===== src/rtl/alu_sequencer_if.sv =====
// rtl/alu_sequencer_if.sv - command handshake bundle for alu_sequencer
interface alu_sequencer_if;
    logic        cmd_valid;
    logic        cmd_ready;
    logic [11:0] cmd;

    modport master (output cmd_valid, output cmd, input cmd_ready);
    modport slave  (input cmd_valid, input cmd, output cmd_ready);
endinterface


===== src/rtl/alu_sequencer.sv =====
// rtl/alu_sequencer.sv - 4-state sequencer driving an external ALU over an 8x32 register file
// Optional sticky overflow flag enabled by macro ALU_SEQ_STICKY_EN.
module alu_sequencer (
    input  logic                  clk,
    input  logic                  rst_n,
    alu_sequencer_if.slave        cmd_if,
    input  logic                  ext_we,
    input  logic [2:0]            ext_addr,
    input  logic [31:0]           ext_data,
    input  logic [2:0]            rd_addr,
    output logic [31:0]           rd_data,
    output logic [31:0]           alu_a,
    output logic [31:0]           alu_b,
    output logic [2:0]            alu_func,
    input  logic [31:0]           alu_result,
    input  logic [3:0]            alu_status,
    output logic                  done,
    output logic [3:0]            flags,
    input  logic                  clr_sticky,
    output logic                  ovf_sticky
);

    typedef enum logic [1:0] {IDLE, ISSUE, CAPTURE, WB} state_t;

    state_t      state;
    logic [31:0] rf [8];
    logic [2:0]  rd_q;
    logic [31:0] res_q;
    logic [3:0]  stat_q;
    logic        ext_hit;
    logic        accept;
    logic        addsub;
    logic [31:0] rs1_val;
    logic [31:0] rs2_val;

    assign ext_hit = (state == IDLE) && ext_we && (ext_addr != 3'd0);
    assign accept  = (state == IDLE) && cmd_if.cmd_valid;
    assign addsub  = (alu_func[2:1] == 2'b00);

    // An external write landing on the acceptance edge is forwarded so the command sees the new value.
    assign rs1_val = (ext_hit && ext_addr == cmd_if.cmd[5:3]) ? ext_data : rf[cmd_if.cmd[5:3]];
    assign rs2_val = (ext_hit && ext_addr == cmd_if.cmd[2:0]) ? ext_data : rf[cmd_if.cmd[2:0]];

    assign rd_data = rf[rd_addr];

    always_ff @(posedge clk or negedge rst_n) begin
        if (!rst_n) begin
            state            <= IDLE;
            cmd_if.cmd_ready <= 1'b1;
            done             <= 1'b0;
            alu_a            <= '0;
            alu_b            <= '0;
            alu_func         <= '0;
            rd_q             <= '0;
            res_q            <= '0;
            stat_q           <= '0;
            flags            <= '0;
            for (int i = 0; i < 8; i++) rf[i] <= '0;
        end else begin
            done <= 1'b0;
            case (state)
                IDLE: begin
                    if (ext_hit) rf[ext_addr] <= ext_data;
                    if (accept) begin
                        state            <= ISSUE;
                        cmd_if.cmd_ready <= 1'b0;
                        alu_func         <= cmd_if.cmd[11:9];
                        rd_q             <= cmd_if.cmd[8:6];
                        alu_a            <= rs1_val;
                        alu_b            <= rs2_val;
                    end
                end
                ISSUE: state <= CAPTURE;
                CAPTURE: begin
                    res_q  <= alu_result;
                    stat_q <= alu_status;
                    done   <= 1'b1;
                    state  <= WB;
                end
                WB: begin
                    // R0 is hard-wired to zero, so its write is dropped here.
                    if (rd_q != 3'd0) rf[rd_q] <= res_q;
                    if (addsub) flags <= stat_q;
                    state            <= IDLE;
                    cmd_if.cmd_ready <= 1'b1;
                    alu_a            <= '0;
                    alu_b            <= '0;
                    alu_func         <= '0;
                end
                default: state <= IDLE;
            endcase
        end
    end

`ifdef ALU_SEQ_STICKY_EN
    // Set has priority over a simultaneous clear.
    always_ff @(posedge clk or negedge rst_n) begin
        if (!rst_n)                                 ovf_sticky <= 1'b0;
        else if (state == WB && addsub && stat_q[3]) ovf_sticky <= 1'b1;
        else if (clr_sticky)                        ovf_sticky <= 1'b0;
    end
`else
    logic unused_clr_sticky;
    assign unused_clr_sticky = clr_sticky;
    assign ovf_sticky        = 1'b0;
`endif

endmodule

===== src/flat_wrapper.sv =====
// flat-port wrapper written by rule: the top's interface ports become plain ports
module alu_sequencer_flat 
  (clk, rst_n, ext_we, ext_addr, ext_data, rd_addr, rd_data, alu_a, alu_b, alu_func, alu_result, alu_status, done, flags, clr_sticky, ovf_sticky, cmd_if_cmd_valid, cmd_if_cmd, cmd_if_cmd_ready);
  alu_sequencer_if cmd_if_i ();
  input  logic clk;
  input  logic rst_n;
  input  logic ext_we;
  input  logic [2:0] ext_addr;
  input  logic [31:0] ext_data;
  input  logic [2:0] rd_addr;
  output logic [31:0] rd_data;
  output logic [31:0] alu_a;
  output logic [31:0] alu_b;
  output logic [2:0] alu_func;
  input  logic [31:0] alu_result;
  input  logic [3:0] alu_status;
  output logic done;
  output logic [3:0] flags;
  input  logic clr_sticky;
  output logic ovf_sticky;
  input wire logic [$bits(cmd_if_i.cmd_valid)-1:0] cmd_if_cmd_valid;
  input wire logic [$bits(cmd_if_i.cmd)-1:0] cmd_if_cmd;
  output wire logic [$bits(cmd_if_i.cmd_ready)-1:0] cmd_if_cmd_ready;
  assign cmd_if_i.cmd_valid = cmd_if_cmd_valid;
  assign cmd_if_i.cmd = cmd_if_cmd;
  assign cmd_if_cmd_ready = cmd_if_i.cmd_ready;
  alu_sequencer u_core (.clk(clk), .rst_n(rst_n), .cmd_if(cmd_if_i), .ext_we(ext_we), .ext_addr(ext_addr), .ext_data(ext_data), .rd_addr(rd_addr), .rd_data(rd_data), .alu_a(alu_a), .alu_b(alu_b), .alu_func(alu_func), .alu_result(alu_result), .alu_status(alu_status), .done(done), .flags(flags), .clr_sticky(clr_sticky), .ovf_sticky(ovf_sticky));
endmodule

===== config.mk =====
export PLATFORM = sky130hd
export DESIGN_NAME = alu_sequencer_flat
export DESIGN_NICKNAME = d
export VERILOG_FILES = /design/src/rtl/alu_sequencer_if.sv /design/src/rtl/alu_sequencer.sv /design/src/flat_wrapper.sv
export SDC_FILE = /design/constraint.sdc
export NUM_CORES = 1
export LEC_CHECK = 0
export CORE_MARGIN = 5
export CORE_UTILIZATION = 45
export DETAILED_ROUTE_END_ITERATION = 8
export PLACE_DENSITY = 0.7
export REMOVE_ABC_BUFFERS = 1
export SLEW_MARGIN = 25
export SYNTH_ARGS = -nofsm -noshare
export SYNTH_HDL_FRONTEND = slang
export SYNTH_SLANG_ARGS = --single-unit

===== constraint.sdc =====
create_clock -name clk -period 4.1 [get_ports clk]
set_clock_uncertainty 0.1 [all_clocks]
set_input_delay 1.025 -clock clk [delete_from_list [all_inputs] [get_ports clk]]
set_output_delay 1.025 -clock clk [all_outputs]
set_load 0.02 [all_outputs]

==> metrics.txt <==
Worst Setup Slack, final=roughly 0.12 ns; placed insts=around 2600; Worst Max-Slew Pin Slew=roughly 0.89 ns; Row Count=81; RSZ-0062 raised after global routing=false; global-route wire length before repair=117000 um; Initial DRT Pass Iterations=6; setup tns final=0 ns; Power, Total=~18 mW; DR iter-0 viols=roughly 2200; Max FO, Critical Path=12; initial antenna violation count=5; share of cells above drive strength 1=a little under a quarter; count of final hold-check violations=0; post-place instance area=25300 um2; Slew HR=about two fifths; WL/cell=about 29 um; register area share after synthesis=approximately two fifths; Detail Route Antenna Nets=0; crit-path leading delay family=buffers and inverters; CTS tree=yes; DRT Wirelength=slightly below 80000 um; Worst setup SP type=input port; Lkg Pwr=11.5 nW; I/O pin count=197; Die X=233 um; fmax=roughly 250 MHz; P&R area growth vs syn=20.1%; R2R Setup Slk=between 0.8 and 0.9 ns; crit-path max cell delay=between 0.5 and 0.6 ns; DIE AREA=54200 um2; WP data required=slightly below 3 ns; Initial Utilization=a little under half; Cell Area, Synth=22300 um2; Crit. End Element=output port; Yosys cell types=44; # DRC=0; Post-Layout Cell Count=roughly 2700; largest net degree at the start of global routing=111; DP HPWL=roughly 47000 um; root buffer cell=clkbuf_16; CTS clock-pin slew for the worst setup and hold paths=~0.060 ns; Worst EP arrival=~2.9 ns; Final nets=~2000; vias in the first global route=approximately 19000; Synth Flop Type=dfrtp_1; clk sink count=370; drt via density=6.78; number of flops mapped to enable cells by yosys=0; Hold Crit Class=input port to asynchronous set/reset pin; Yosys warning count=0; crit path cell chain=buf_6, buf_12, mux4_2, mux2_2, clkdlybuf4s50_1; WP buf/inv=3; maximum vdd drop=approximately 0.3 mV; worst-case clock buffer depth=3; fin crit share=a little over nine tenths; Mapped Cells=between 1500 and 2000; GR Overflow Total=0; RePlAce Congestion=just under 0.9; cts bufs inserted=43; pwr dens=676 nW/um2; Max-Cap Viols=0; fin area=~27000 um2; Post-Syn Area per Cell=roughly 12 um2; Final Critical Period=approximately 4 ns; Die Span Y=233 um; max-slew violation count=0; worst skew pair latency=0.58 ns; Post CTS Setup Buffer Count=0; CP max-delay cell=clkdlybuf4s50_1; status=finished, final reports clean; Async SR Flop Fraction=between 90% and 100%; vias=roughly 18000; Core Region=49100 um2; PortBufs=approximately 190; Synth Register Bits=between 300 and 400; htree depth=2; Critical Setup Path Class=input port to output port; Final setup viols=0; All-Layer GR Usage=28.4%; dpl ws=roughly 0.043 ns
-- sequential cells by signal, summed over array words and instances (netlist names) --
signal,count
u_core.rf,256
u_core.alu_a,32
u_core.alu_b,32
u_core.res_q,32
u_core.flags,4
u_core.stat_q,4
u_core.alu_func,3
u_core.rd_q,3
u_core.state,2
u_core.cmd_if.cmd_ready,1
u_core.done,1
-- path summary, 6_finish.rpt --
| path | end | depth (start not counted) | startpoint |
|---|---|---|---|
| worst max-delay path | rd_data[28] | 5 | rd_addr[0] |
| worst min-delay path | u_core.alu_b[25]$_DFFE_PN0P_ | 1 | rst_n |
| worst max register to register | u_core.rf[131]$_DFFE_PN0P_ | 6 | u_core.state[1]$_DFFE_PN0P_ |
| worst min register to register | u_core.cmd_if.cmd_ready$_DFFE_PN1P_ | 2 | u_core.cmd_if.cmd_ready$_DFFE_PN1P_ |
| max in group asynchronous | u_core.res_q[10]$_DFFE_PN0P_ | 3 | rst_n |
| min in group clk | u_core.cmd_if.cmd_ready$_DFFE_PN1P_ | 2 | u_core.cmd_if.cmd_ready$_DFFE_PN1P_ |
-- per-layer routing --
metal / track usage, % / vias to the layer above / part of all wire [%]
li1: - / 7270 / -
met1: 37.3 / 9203 / 37
met2: 44.1 / 1251 / 46
met3: 6.60 / 307 / 11
met4: 15.1 / 2 / 5.4
met5: 0 / - / 0.017
-- power breakdown --
part	switching [mW]	internal (mW)	total (mW)
registers	1.43	5.09	6.52
clock network	1.63	2.54	4.17
logic	3.85	3.60	7.45
total	6.91	11.2	18.1
-- Yosys cell counts (2+ instances only) --
cell type  instances  area, um2
mux2_1           210       2360
buf_2             46        230
or3b_1             4       35.0
ha_1               4       50.1
nor4_1             3       18.8
a21oi_1           35        175
a221o_1           62        621
nor2_1            72        270
o22ai_1           96        601
clkbuf_1         109        409
mux2_2            94       1060
nand2_1          226        848
nor4bb_1           2       20.0
dfrtp_1          369       9230
o21a_1             2       15.0
a22o_1             5       43.8
nor3_1             4       20.0
mux4_2           192       4320
buf_1             11       41.3
inv_1              4       15.0
mux2i_1           62        621
o21ai_2            5       43.8
o21ai_0          160        801
xor2_1             6       52.6
nand3b_1           4       30.0
buf_4              7       52.6
clkbuf_2          31        155
-- stage by stage --
step,hold slack (ns),utilization [%]
6_report,0.287,54.7
5_1_grt,0.341,54.7
4_1_cts,0.387,54.6
3_5_place_dp,0.372,51.5
3_3_place_gp,0.359,51.5
2_1_floorplan,0.375,-
-- logic make-up after synthesis --
logic type | synth area share [%]
AOI/OAI and AO/OA | 10.6
DFF | 41.5
adders and majority gates | 0.224
buffers and inverters | 4.05
and+or+nand+nor | 5.93
xor gates and xnor gates | 0.235
muxes | 37.5
other | 0.0168
-- layout make-up --
| type | count | area [um2] |
|---|---|---|
| Tap cell | 664 | 831 |
| Timing Repair Buffer | 276 | 2870 |
| Multi-Input combinational cell | 1264 | 12300 |
| Sequential cell | 370 | 9260 |
| Clock buffer | 59 | 1270 |
| Inverter | 4 | 15.0 |
| Fill cell | 4049 | 22200 |
| Antenna cell | 5 | 12.5 |
| Clock inverter | 17 | 253 |
-- worst register-to-register path, cell delays in order, from the launching register on --
cell and delay (ns):
dfrtp_1 0.39, ha_2 0.75, buf_4 0.41, nor4bb_4 0.10, o21ai_4 0.65, buf_4 0.37, mux2_1 0.36
-- what timing repair did --
| item | 4_1_cts | 5_1_grt |
|---|---|---|
| setup endpoints to repair | 0 | 1 |
| gates resized for setup | 0 | 1 |
| hold buffers | 0 | 0 |
-- placed cells by master, fill, tap and decap left out, types with 72 or more instances in the layout --
| cell | instances |
|---|---|
| nor2_1 | 72 |
| mux2_2 | 94 |
| clkdlybuf4s50_1 | 184 |
| mux2_1 | 210 |
| mux4_2 | 192 |
| o21ai_0 | 160 |
| nand2_1 | 225 |
| o22ai_1 | 96 |
| dfrtp_1 | 369 |
No activity file was read; power rests on OpenSTA's default activity.
